$ cat src/rtl/binario_a_bcd_seq_if.sv
// Start/done bus of the sequential binary-to-BCD converter.
// LEADING_ZERO_BLANK_EN adds the per-digit blank vector to the bus.
interface binario_a_bcd_seq_if #(
   parameter int WIDTH  = 8,
   parameter int DIGITS = 3
);
   logic                  start;
   logic [WIDTH-1:0]      bin;
   logic                  busy;
   logic                  done;
   logic [4*DIGITS-1:0]   bcd;
   logic                  overflow;
`ifdef LEADING_ZERO_BLANK_EN
   logic [DIGITS-1:0]     blank;

   modport master (output start, bin, input busy, done, bcd, overflow, blank);
   modport slave  (input start, bin, output busy, done, bcd, overflow, blank);
`else
   modport master (output start, bin, input busy, done, bcd, overflow);
   modport slave  (input start, bin, output busy, done, bcd, overflow);
`endif
endinterface

$ cat src/rtl/binario_a_bcd_seq.sv
// Shift-add-3 binary-to-BCD converter, one bit per clock, start/done handshake.
// LEADING_ZERO_BLANK_EN adds a registered leading-zero blank vector for the displays.
module binario_a_bcd_seq #(
   parameter int WIDTH  = 8,
   parameter int DIGITS = 3
) (
   input  logic                clk,
   input  logic                rst,
   binario_a_bcd_seq_if.slave  bus
);
   localparam int SW = 4 * DIGITS;
   localparam int CW = $clog2(WIDTH + 1);

   localparam logic [0:0] IDLE  = 1'b0;
   localparam logic [0:0] SHIFT = 1'b1;

   logic [0:0]       state;
   logic [WIDTH-1:0] shreg;
   logic [SW-1:0]    scratch;
   logic [CW-1:0]    cnt;
   logic             ovf_sticky;
   logic             busy_r;
   logic             done_r;
   logic [SW-1:0]    bcd_r;
   logic             ovf_r;

   logic [SW-1:0]    adjusted;
   logic [SW-1:0]    next_scratch;
   logic             ovf_next;

   // Digits are adjusted independently; a carry out of the top digit is the overflow.
   always_comb begin
      adjusted = scratch;
      for (int i = 0; i < DIGITS; i++) begin
         if (scratch[4*i +: 4] >= 4'd5)
            adjusted[4*i +: 4] = scratch[4*i +: 4] + 4'd3;
      end
      next_scratch = {adjusted[SW-2:0], shreg[WIDTH-1]};
      ovf_next     = ovf_sticky | adjusted[SW-1];
   end

   always_ff @(posedge clk) begin
      if (rst) begin
         state      <= IDLE;
         shreg      <= '0;
         scratch    <= '0;
         cnt        <= '0;
         ovf_sticky <= 1'b0;
         busy_r     <= 1'b0;
         done_r     <= 1'b0;
         bcd_r      <= '0;
         ovf_r      <= 1'b0;
      end else begin
         done_r <= 1'b0;
         case (state)
            IDLE: begin
               if (bus.start) begin
                  shreg      <= bus.bin;
                  scratch    <= '0;
                  ovf_sticky <= 1'b0;
                  cnt        <= CW'(WIDTH);
                  busy_r     <= 1'b1;
                  state      <= SHIFT;
               end
            end
            SHIFT: begin
               scratch    <= next_scratch;
               shreg      <= shreg << 1;
               ovf_sticky <= ovf_next;
               cnt        <= cnt - CW'(1);
               if (cnt == CW'(1)) begin
                  bcd_r  <= next_scratch;
                  ovf_r  <= ovf_next;
                  done_r <= 1'b1;
                  busy_r <= 1'b0;
                  state  <= IDLE;
               end
            end
            default: state <= IDLE;
         endcase
      end
   end

   assign bus.busy     = busy_r;
   assign bus.done     = done_r;
   assign bus.bcd      = bcd_r;
   assign bus.overflow = ovf_r;

`ifdef LEADING_ZERO_BLANK_EN
   logic [DIGITS-1:0] blank_r;
   logic [DIGITS-1:0] blank_nxt;
   logic              zero_acc;

   // Scan from the most significant digit; the units digit is never blanked.
   always_comb begin
      blank_nxt = '0;
      zero_acc  = 1'b1;
      for (int i = DIGITS - 1; i >= 0; i--) begin
         zero_acc     = zero_acc & (next_scratch[4*i +: 4] == 4'd0);
         blank_nxt[i] = (i != 0) ? zero_acc : 1'b0;
      end
   end

   always_ff @(posedge clk) begin
      if (rst)
         blank_r <= {DIGITS{1'b1}} << 1;
      else if (state == SHIFT && cnt == CW'(1))
         blank_r <= blank_nxt;
   end

   assign bus.blank = blank_r;
`endif
endmodule

$ cat src/flat_wrapper.sv
// flat-port wrapper written by rule: the top's interface ports become plain ports
module binario_a_bcd_seq_flat 
#(
   parameter int WIDTH  = 8,
   parameter int DIGITS = 3
)
  (clk, rst, bus_start, bus_bin, bus_busy, bus_done, bus_bcd, bus_overflow);
  binario_a_bcd_seq_if #(.WIDTH(WIDTH), .DIGITS(DIGITS)) bus_i ();
  input  logic clk;
  input  logic rst;
  input wire logic [$bits(bus_i.start)-1:0] bus_start;
  input wire logic [$bits(bus_i.bin)-1:0] bus_bin;
  output wire logic [$bits(bus_i.busy)-1:0] bus_busy;
  output wire logic [$bits(bus_i.done)-1:0] bus_done;
  output wire logic [$bits(bus_i.bcd)-1:0] bus_bcd;
  output wire logic [$bits(bus_i.overflow)-1:0] bus_overflow;
  assign bus_i.start = bus_start;
  assign bus_i.bin = bus_bin;
  assign bus_busy = bus_i.busy;
  assign bus_done = bus_i.done;
  assign bus_bcd = bus_i.bcd;
  assign bus_overflow = bus_i.overflow;
  binario_a_bcd_seq #(.WIDTH(WIDTH), .DIGITS(DIGITS)) u_core (.clk(clk), .rst(rst), .bus(bus_i));
endmodule
$ cat config.mk
export PLATFORM = sky130hd
export DESIGN_NAME = binario_a_bcd_seq_flat
export DESIGN_NICKNAME = d
export VERILOG_FILES = /design/src/rtl/binario_a_bcd_seq_if.sv /design/src/rtl/binario_a_bcd_seq.sv /design/src/flat_wrapper.sv
export SDC_FILE = /design/constraint.sdc
export NUM_CORES = 1
export LEC_CHECK = 0
export CORE_MARGIN = 8
export CORE_UTILIZATION = 30
export DETAILED_ROUTE_END_ITERATION = 16
export GPL_TIMING_DRIVEN = 0
export PLACE_DENSITY = 0.49
export SYNTH_ARGS = -nofsm -noshare
export SYNTH_HDL_FRONTEND = slang
export SYNTH_SLANG_ARGS = --single-unit
$ cat constraint.sdc
create_clock -name clk -period 1.6 [get_ports clk]
set_input_delay 0.32 -clock clk [delete_from_list [all_inputs] [get_ports clk]]
set_output_delay 0.32 -clock clk [all_outputs]
set_load 0.01 [all_outputs]
==> After elaboration in Yosys (flattened, before gate mapping) <==
Cells that the tools add are included.
{ "op_classes": {"muxes": 18, "addsub": 4, "n_reduce_logical": 3, "order_cmp": 3, "bitwise": 2, "n_eq_ne": 3} }
{ "ops": {"columns": ["cell", "n"], "rows": [
  ["12-bit case mux with 2 select lines", 1],
  ["4-bit 2-to-1 mux", 4],
  ["8-bit case mux with 2 select lines", 1],
  ["4-bit by 2-bit adder with 4-bit output (second input constant)", 3],
  ["4-bit by 3-bit >= comparator with 1-bit output (second input constant)", 3],
  ["12-bit 2-to-1 mux", 1],
  ["8-bit 2-to-1 mux", 1],
  ["4-bit case mux with 2 select lines", 1],
  ["1-bit 2-to-1 mux", 6],
  ["1-bit case mux with 2 select lines", 3],
  ["4-bit by 1-bit equality test with 1-bit output (second input constant)", 1],
  ["2-bit != test (second input constant)", 2],
  ["2-bit AND reduction", 2],
  ["4-bit by 1-bit subtractor with 4-bit output (second input constant)", 1],
  ["2-bit OR reduction", 1],
  ["1-bit NOT", 1],
  ["1-bit bitwise OR", 1]
]} }
{ "totals": {"reg_bits": 41, "word_cells": 42, "inputBits": 11} }

==> Depth between registers and ports, before layout <==
Gate-level depths: netlist (run 1).
{ "depth": {"ltp_word": 4, "mapped_depth": 7, "ltp_nobuf": 6} }

==> Worst setup path before layout (run 1) <==
OpenSTA, ideal clock, no wires.
{ "synth_path": {"kind": "register to register", "from": "register u_core.scratch[0]", "to": "register u_core.bcd_r[2], in the netlist u_core.bus.bcd[2]", "required_ns": 1.525, "path_buffers": 0, "path_stages_with_launch": 7, "arrival_time_ns": 1.393, "period_less_slack_ns": 1.468, "setup_time_ns": 0.075, "setup_slack_ns": 0.132, "path_cell_list": "dfxtp_1 > inv_1 > ha_1 > nand2b_1 > a21oi_1 > mux2_2 > o22ai_1"} }
{ "synth_via": {"elab_chain_cells": 2, "elab_cells_between_ends": 3, "classes_between": "add/sub: 1; order compare: 1; mux: 1"} }
{ "synth_rtl": {"columns": ["element", "line_no", "rtl"], "rows": [
  ["from (decl)", "binario_a_bcd_seq.sv:19", "logic [SW-1:0] scratch;"],
  ["from (signal assigned)", "binario_a_bcd_seq.sv:67", "scratch <= next_scratch;"],
  ["4-bit by 2-bit adder with 4-bit output / 4-bit by 3-bit >= comparator with 1-bit output (equally long branches)", "binario_a_bcd_seq.sv:36, binario_a_bcd_seq.sv:35", null],
  ["4-bit 2-to-1 mux *", "binario_a_bcd_seq.sv:35", "if (scratch[4*i +: 4] >= 4'd5)"],
  ["to (signal assigned)", "binario_a_bcd_seq.sv:72", "bcd_r <= next_scratch;"],
  ["to (decl)", "binario_a_bcd_seq.sv:24", "logic [SW-1:0] bcd_r;"]
]} }
Every way passes the cells marked *; elsewhere a longest branch is shown, timed or not.
A chain may end at the register's enable or synchronous reset.

==> Worst setup path in the final report (run 1) <==
Same ends and word-level chain as after synthesis.

==> qor.txt, run 1 <==
Initial drt markers = 105
Die width = 95.3 um
Clock transition at the registers of the reported paths = 80 ps
Hold depth = 2
I/O pins = 26
Core Util, Final = 38.8%
Post-CTS Hold Buffers = 0
Mapped cell area = 0.00189 mm^2
Number of global-route vias before repair = 1519
Final nets = 263
Syn Nets = 230
P per Cell Area = 897 mW/mm^2
Crit path buf inv count = 1
Critical path capture point type = register
Final setup fails = 0
Worst path slowest cell = mux2_2
Fmax = 662 MHz
First-pass GRT wire length = 7.33 mm
Total track usage = 10.5%
Final Skew = 11.2 ps
Hold Fails Final Rpt = 0
Distinct cells, synth = 26
Yosys warns = 0
Initial core utilization = 30.4%
DR pass1 iterations = 4
Final hold slack = 490 ps
GRT overflow = 0
Most frequent cells in the layout = 38 x dfxtp_1, 31 x nor2_1, 24 x clkdlybuf4s50_1
Tcrit/Tclk final = 94.4%
Largest net degree at the start of global routing = 13
Min-delay worst type = reg2reg
Remaining antenna violation count = 0
RePlAce Congestion = 0.756
Levels on crit path = 6
Crit path arrival time = 1730 ps
Total wire length = 4.46 mm
Max Buffers Root-to-Sink = 2
Vias/cell = 4.83
Status = finished, final reports clean
Final non-filler cell total = 322
Fin crit period = 1510 ps
FP Rows = 29
CTS H-tree depth = 2
CTS tree = done
Antenna violations before repair = 0
Critical Path Source Type = register
CP max FO = 5
Post-route DRC = 0
Maximum vdd drop = 0.487 mV
Avg Cell Area, Syn = 8.94 um^2
Syn Inst Count = 211
Sequential-to-total area share from yosys stat = 43.5%
Dpl hpwl = 3.08 mm
Worst Path Class, Setup = reg2reg
Port Buffers = 24
Worst r2r path cells = 6
CP max stage delay = 360 ps
Worst-Margin Slew = 677 ps
CP Data Required Time = 1820 ps
Clock sinks = 41
Relative slew slack = 54.7%
Core Area = 0.00620 mm^2
Max Cap Viol = 0
Final setup TNS = 0 ps
CTS Buf Count = 5
Critical-path cell list = inv_1, ha_2, nand2b_1, a21oi_2, mux2_2, o22ai_1
Root buffer cell = clkbuf_8
Pwr Total = 2.16 mW
Clk_lat worst skew = 300 ps
ANT cells = 0
Via count = 1556
Leakage power = 0.859 nW
Flops & latches, synth = 41
Area Growth Syn to Fin = 27.8%
Share of layout cells above drive strength 1 = 15.9%
Post-Place Cells = 312
Slew Viols, Final = 0
Commonest non-fill, non-tap cell in the layout = dfxtp_1
Routed WL per cell = 13.8 um
Die area = 0.00908 mm^2
Die height = 95.3 um
Crit path max-delay family = multiplexers
flip-flops by register name, summed over array words and instances, names as in the netlist:
register / flops
u_core.bus.bcd: 12
u_core.bus.busy: 1
u_core.bus.done: 1
u_core.bus.overflow: 1
u_core.cnt: 4
u_core.ovf_sticky: 1
u_core.scratch: 12
u_core.shreg: 8
u_core.state: 1
power by group:
part | internal [mW] | total, mW | switching (mW)
clock network | 0.509 | 0.871 | 0.362
registers | 1.05 | 1.08 | 0.0243
logic | 0.102 | 0.214 | 0.113
per-stage QoR:
stage	setup WS (ps)	cell area (um^2)
floorplan	132	1890
global placement	-216	2220
detailed placement	-195	2220
CTS	25.5	2350
global route	-3.85	2410
finish	89.3	2410
worst reg2reg max path, cell delays in order (launching register included):
cell and delay [ps]:
dfxtp_1 330, inv_1 110, ha_2 230, nand2b_1 90, a21oi_2 160, mux2_2 360, o22ai_1 160
final timing paths:
| check | startpoint | end | slack [ps] |
|---|---|---|---|
| setup / recovery | u_core.scratch[0] | u_core.bus.bcd[2] | 90 |
| hold / removal | u_core.shreg[4] | u_core.shreg[5] | 490 |
| setup reg to reg | u_core.scratch[0] | u_core.bus.bcd[2] | 90 |
| hold reg to reg | u_core.shreg[4] | u_core.shreg[5] | 490 |
synthesized netlist by cell type:
cell | number | share of area, %
clkbuf_1 | 2 | 0.40
buf_6 | 1 | 0.60
mux2_2 | 4 | 2.4
o21ai_0 | 15 | 4.0
nand3b_1 | 9 | 3.6
ha_1 | 8 | 5.3
nor3_4 | 1 | 0.86
xnor2_1 | 3 | 1.4
nand2_1 | 7 | 1.4
o31a_1 | 1 | 0.46
a311oi_1 | 2 | 0.93
dfxtp_1 | 41 | 44
nand3_1 | 3 | 0.80
nor2b_1 | 2 | 0.66
a21oi_1 | 18 | 4.8
nor3b_1 | 6 | 2.4
inv_1 | 10 | 2.0
nor2_1 | 31 | 6.2
o22ai_1 | 6 | 2.0
a311oi_2 | 3 | 2.4
nor3_1 | 5 | 1.3
nand2b_1 | 12 | 4.0
mux2i_1 | 10 | 5.3
o32ai_1 | 1 | 0.46
a211oi_1 | 2 | 0.80
buf_2 | 8 | 2.1
layer usage:
| metal | global-route usage (%) | up-vias | routed length (um) |
|---|---|---|---|
| met5 | 0 | - | 0 |
| met4 | 3.90 | 0 | 65 |
| met3 | 2.99 | 5 | 144 |
| met2 | 16.3 | 19 | 2030 |
| met1 | 13.3 | 736 | 2220 |
| li1 | - | 796 | - |
layout make-up:
| cell class | instances | area [um^2] |
|---|---|---|
| buffer | 11 | 58.8 |
| clock buffer | 7 | 86.3 |
| clock inverter | 1 | 30.0 |
| fill | 653 | 3790 |
| inverter | 10 | 37.5 |
| multi-input combinational | 149 | 1020 |
| sequential | 41 | 825 |
| tap | 77 | 96.3 |
| timing repair buffer | 26 | 255 |
kinds of logic after synthesis:
family / synth area share (%)
simple gates: 21.2
compound gates: 15.8
xor+xnor: 1.39
fa+ha+maj: 5.31
buf+inv: 5.11
mux: 7.70
flops: 43.5
what timing repair did:
action                     in CTS  in global routing
setup buffers                   0                  2
pin swaps                       0                  3
setup endpoints to repair       6                  7
resized for setup               4                 15
Power figures use the tool's default switching activity.
==> run 2, diff against run 1 <==
- GPL_TIMING_DRIVEN: 0 -> 1
==> run 2 against run 1 <==
Effect of this change:
- global-route usage shrank 0.47 points
- count of clock-buffer cells in the layout shrank 1
- fmax shrank 0.81%
- worst setup slack lost 12 ps
- sequential share of layout area shrank 0.83 points
- register-to-register slack is essentially flat
- sequential power is essentially flat
- combinational power grew 10%
- design area grew 2.5%
==> qor.txt, run 2 (synthesized netlist as in run 1, its figures left out) <==
Die area = 0.00908 mm^2 (unchanged)
RePlAce Congestion = 0.711 (-6.0%)
Fraction of power spent switching nets = 25.0% (+1.9 points)
Commonest non-fill, non-tap cell in the layout = dfxtp_1
Relative slew slack = 63.1% (+8.4 points)
Maximum vdd drop = 0.510 mV (+4.7%)
Hold Path End = u_core.bus.bcd[6]
CP max stage delay = 550 ps (+190 ps)
Final setup fails = 0 (unchanged)
Crit path buf inv count = 1 (unchanged)
Antenna violations before repair = 0 (unchanged)
R2R Path Start = u_core.scratch[5]
DR pass1 iterations = 5 (+1)
Final nets = 271 (+3.0%)
Via count = 1559 (+0.19%)
Number of global-route vias before repair = 1505 (-0.92%)
Fmax = 657 MHz (-0.81%)
Internal = 1.53 mW (-8.2%)
Leakage power = 0.899 nW (+4.6%)
Largest net degree at the start of global routing = 42 (+29)
Final setup TNS = 0 ps (unchanged)
ANT cells = 0 (unchanged)
CP Data Required Time = 1280 ps (-540 ps)
Status = finished, final reports clean
CTS H-tree depth = 2 (unchanged)
Die height = 95.3 um (unchanged)
Area Growth Syn to Fin = 31.0%
Clk_lat worst skew = 300 ps (about the same)
Most frequent cells in the layout = 38 x dfxtp_1, 31 x nor2_1, 25 x clkdlybuf4s50_1
FILL cells = 635 (-2.8%)
Max Cap Viol = 0 (unchanged)
Post-Place Cells = 320 (+2.6%)
Initial core utilization = 30.4% (unchanged)
Clock sinks = 41 (unchanged)
Hold Crit Start = u_core.bus.bcd[6]
Final non-filler cell total = 330 (+2.5%)
Total track usage = 9.98% (-0.47 points)
Min-delay worst type = reg2reg
Share of layout cells above drive strength 1 = 17.0% (+1.1 points)
Final Skew = 7.23 ps (-3.94 ps)
I/O pins = 26 (unchanged)
Register-to-register setup slack = 80 ps (about the same)
Total wire length = 4.15 mm (-6.9%)
Initial drt markers = 48 (-54%)
Clock power frac = 35.6% (-4.7 points)
Critical path capture point type = primary output
Worst-Margin Slew = 551 ps (-126 ps)
Crit path arrival time = 1200 ps (-530 ps)
Clock transition at the registers of the reported paths = 80 ps (about the same)
Combinational fraction of design power = 11.6% (+1.7 points)
Tcrit/Tclk final = 95.2% (+0.77 points)
Worst r2r path cells = 6 (unchanged)
Root buffer cell = clkbuf_8
Max Buffers Root-to-Sink = 2 (unchanged)
Core Area = 0.00620 mm^2 (unchanged)
CTS Buf Count = 5 (unchanged)
Post-CTS Hold Buffers = 0 (unchanged)
Routed WL per cell = 12.6 um (-9.2%)
Dpl hpwl = 2.95 mm (-4.3%)
Vias/cell = 4.72 (-2.2%)
Seq pwr share = 52.8% (+3.0 points)
Remaining antenna violation count = 0 (unchanged)
Port Buffers = 25 (+4.2%)
P per Cell Area = 824 mW/mm^2 (-8.1%)
Hold depth = 2 (unchanged)
CP max FO = 2 (-3)
Slew Viols, Final = 0 (unchanged)
First-pass GRT wire length = 7.13 mm (-2.8%)
Worst Path Class, Setup = reg2out
Levels on crit path = 1 (-5)
FP Rows = 29 (unchanged)
Psw = 509 uW (+2.1%)
Die width = 95.3 um (unchanged)
CTS tree = done
Crit path max-delay family = buffers and inverters
Final hold slack = 489 ps (-1.88 ps)
Hold Fails Final Rpt = 0 (unchanged)
Post-route DRC = 0 (unchanged)
RSZ-0062 raised after global routing = yes
Critical Path Source Type = register
Worst r2r dst = u_core.bus.bcd[6]
Fin crit period = 1520 ps (+12.3 ps)
Critical-path cell list = clkdlybuf4s50_1
Worst path slowest cell = clkdlybuf4s50_1
GRT overflow = 0 (unchanged)
## run 2: changes by cell type in the layout (fill, tap and decap cells not counted), moves of 2 or more
cell      before  now
o21ai_1        2    0
ha_4           2    0
inv_1          7   10
clkbuf_1       3    0
inv_2          3    0
buf_2          8    0
o21ai_0       13   15
ha_1           5    8
buf_4          2   18
buf_12         0    2
## run 2: worst max-delay path by stage
stage | from | endpoint | slack, ps
floorplan | u_core.scratch[0] | u_core.bus.bcd[2] | 130
global placement | bus_start | u_core.scratch[9] | -7
detailed placement | bus_start | u_core.scratch[9] | -30
global route | u_core.cnt[1] | u_core.bus.bcd[7] | -40
CTS | u_core.scratch[9] | u_core.bus.bcd[10] | 10
finish | u_core.bus.bcd[2] | bus_bcd[2] | 80
## run 2: worst reg2reg max path, cell delays in order, from the launching register on
cell and delay [ps]:
dfxtp_1 350, inv_1 70, ha_1 170, nand2b_1 160
a21oi_2 180, mux2_2 370, o22ai_1 150
## run 2: power groups by stage
stage | clock network [mW] | logic (mW) | registers [mW]
after CTS | 0.762 | 0.238 | 1.08
after global placement | 0 | 0.235 | 1.10
final | 0.726 | 0.236 | 1.07
after global routing | 0.797 | 0.263 | 1.08
after floorplan | 0 | 0.135 | 1.10
after detailed placement | 0 | 0.236 | 1.10
## run 2: layout make-up
type                       count  area (um^2)  area share [%]
sequential                    41          825            33.4
timing repair buffer          45          425            17.2
inverter                      10         37.5            1.52
clock inverter                 2         13.8           0.557
multi-input combinational    149          990            40.1
tap                           77         96.3            3.90
clock buffer                   6         82.6            3.34
## run 2: timing repair
item	in CTS	in global routing
pin swaps	0	3
endpoints found under the setup margin	2	13
resized for setup	1	7
gates cloned	0	0
setup buffers	0	2
hold endpoints to repair	0	0
## run 2: metrics by stage
stage / cell area [um^2] / power [mW] / util [%] / worst slack [ps]
detailed placement: 2330 / 1.34 / 37.6 / -30.3
global placement: 2330 / 1.33 / 37.6 / -6.87
finish: 2470 / 2.04 / 39.8 / 77.0
floorplan: 1890 / 1.23 / - / 132
CTS: 2430 / 2.08 / 39.2 / 13.9
global route: 2470 / 2.14 / 39.8 / -42.6
## run 2: routing by layer
layer  GRT usage [%]  wire length, um
met1            12.1             1990
met2            16.1             1970
met3            2.83              129
met4            4.29               61
met5               0                0
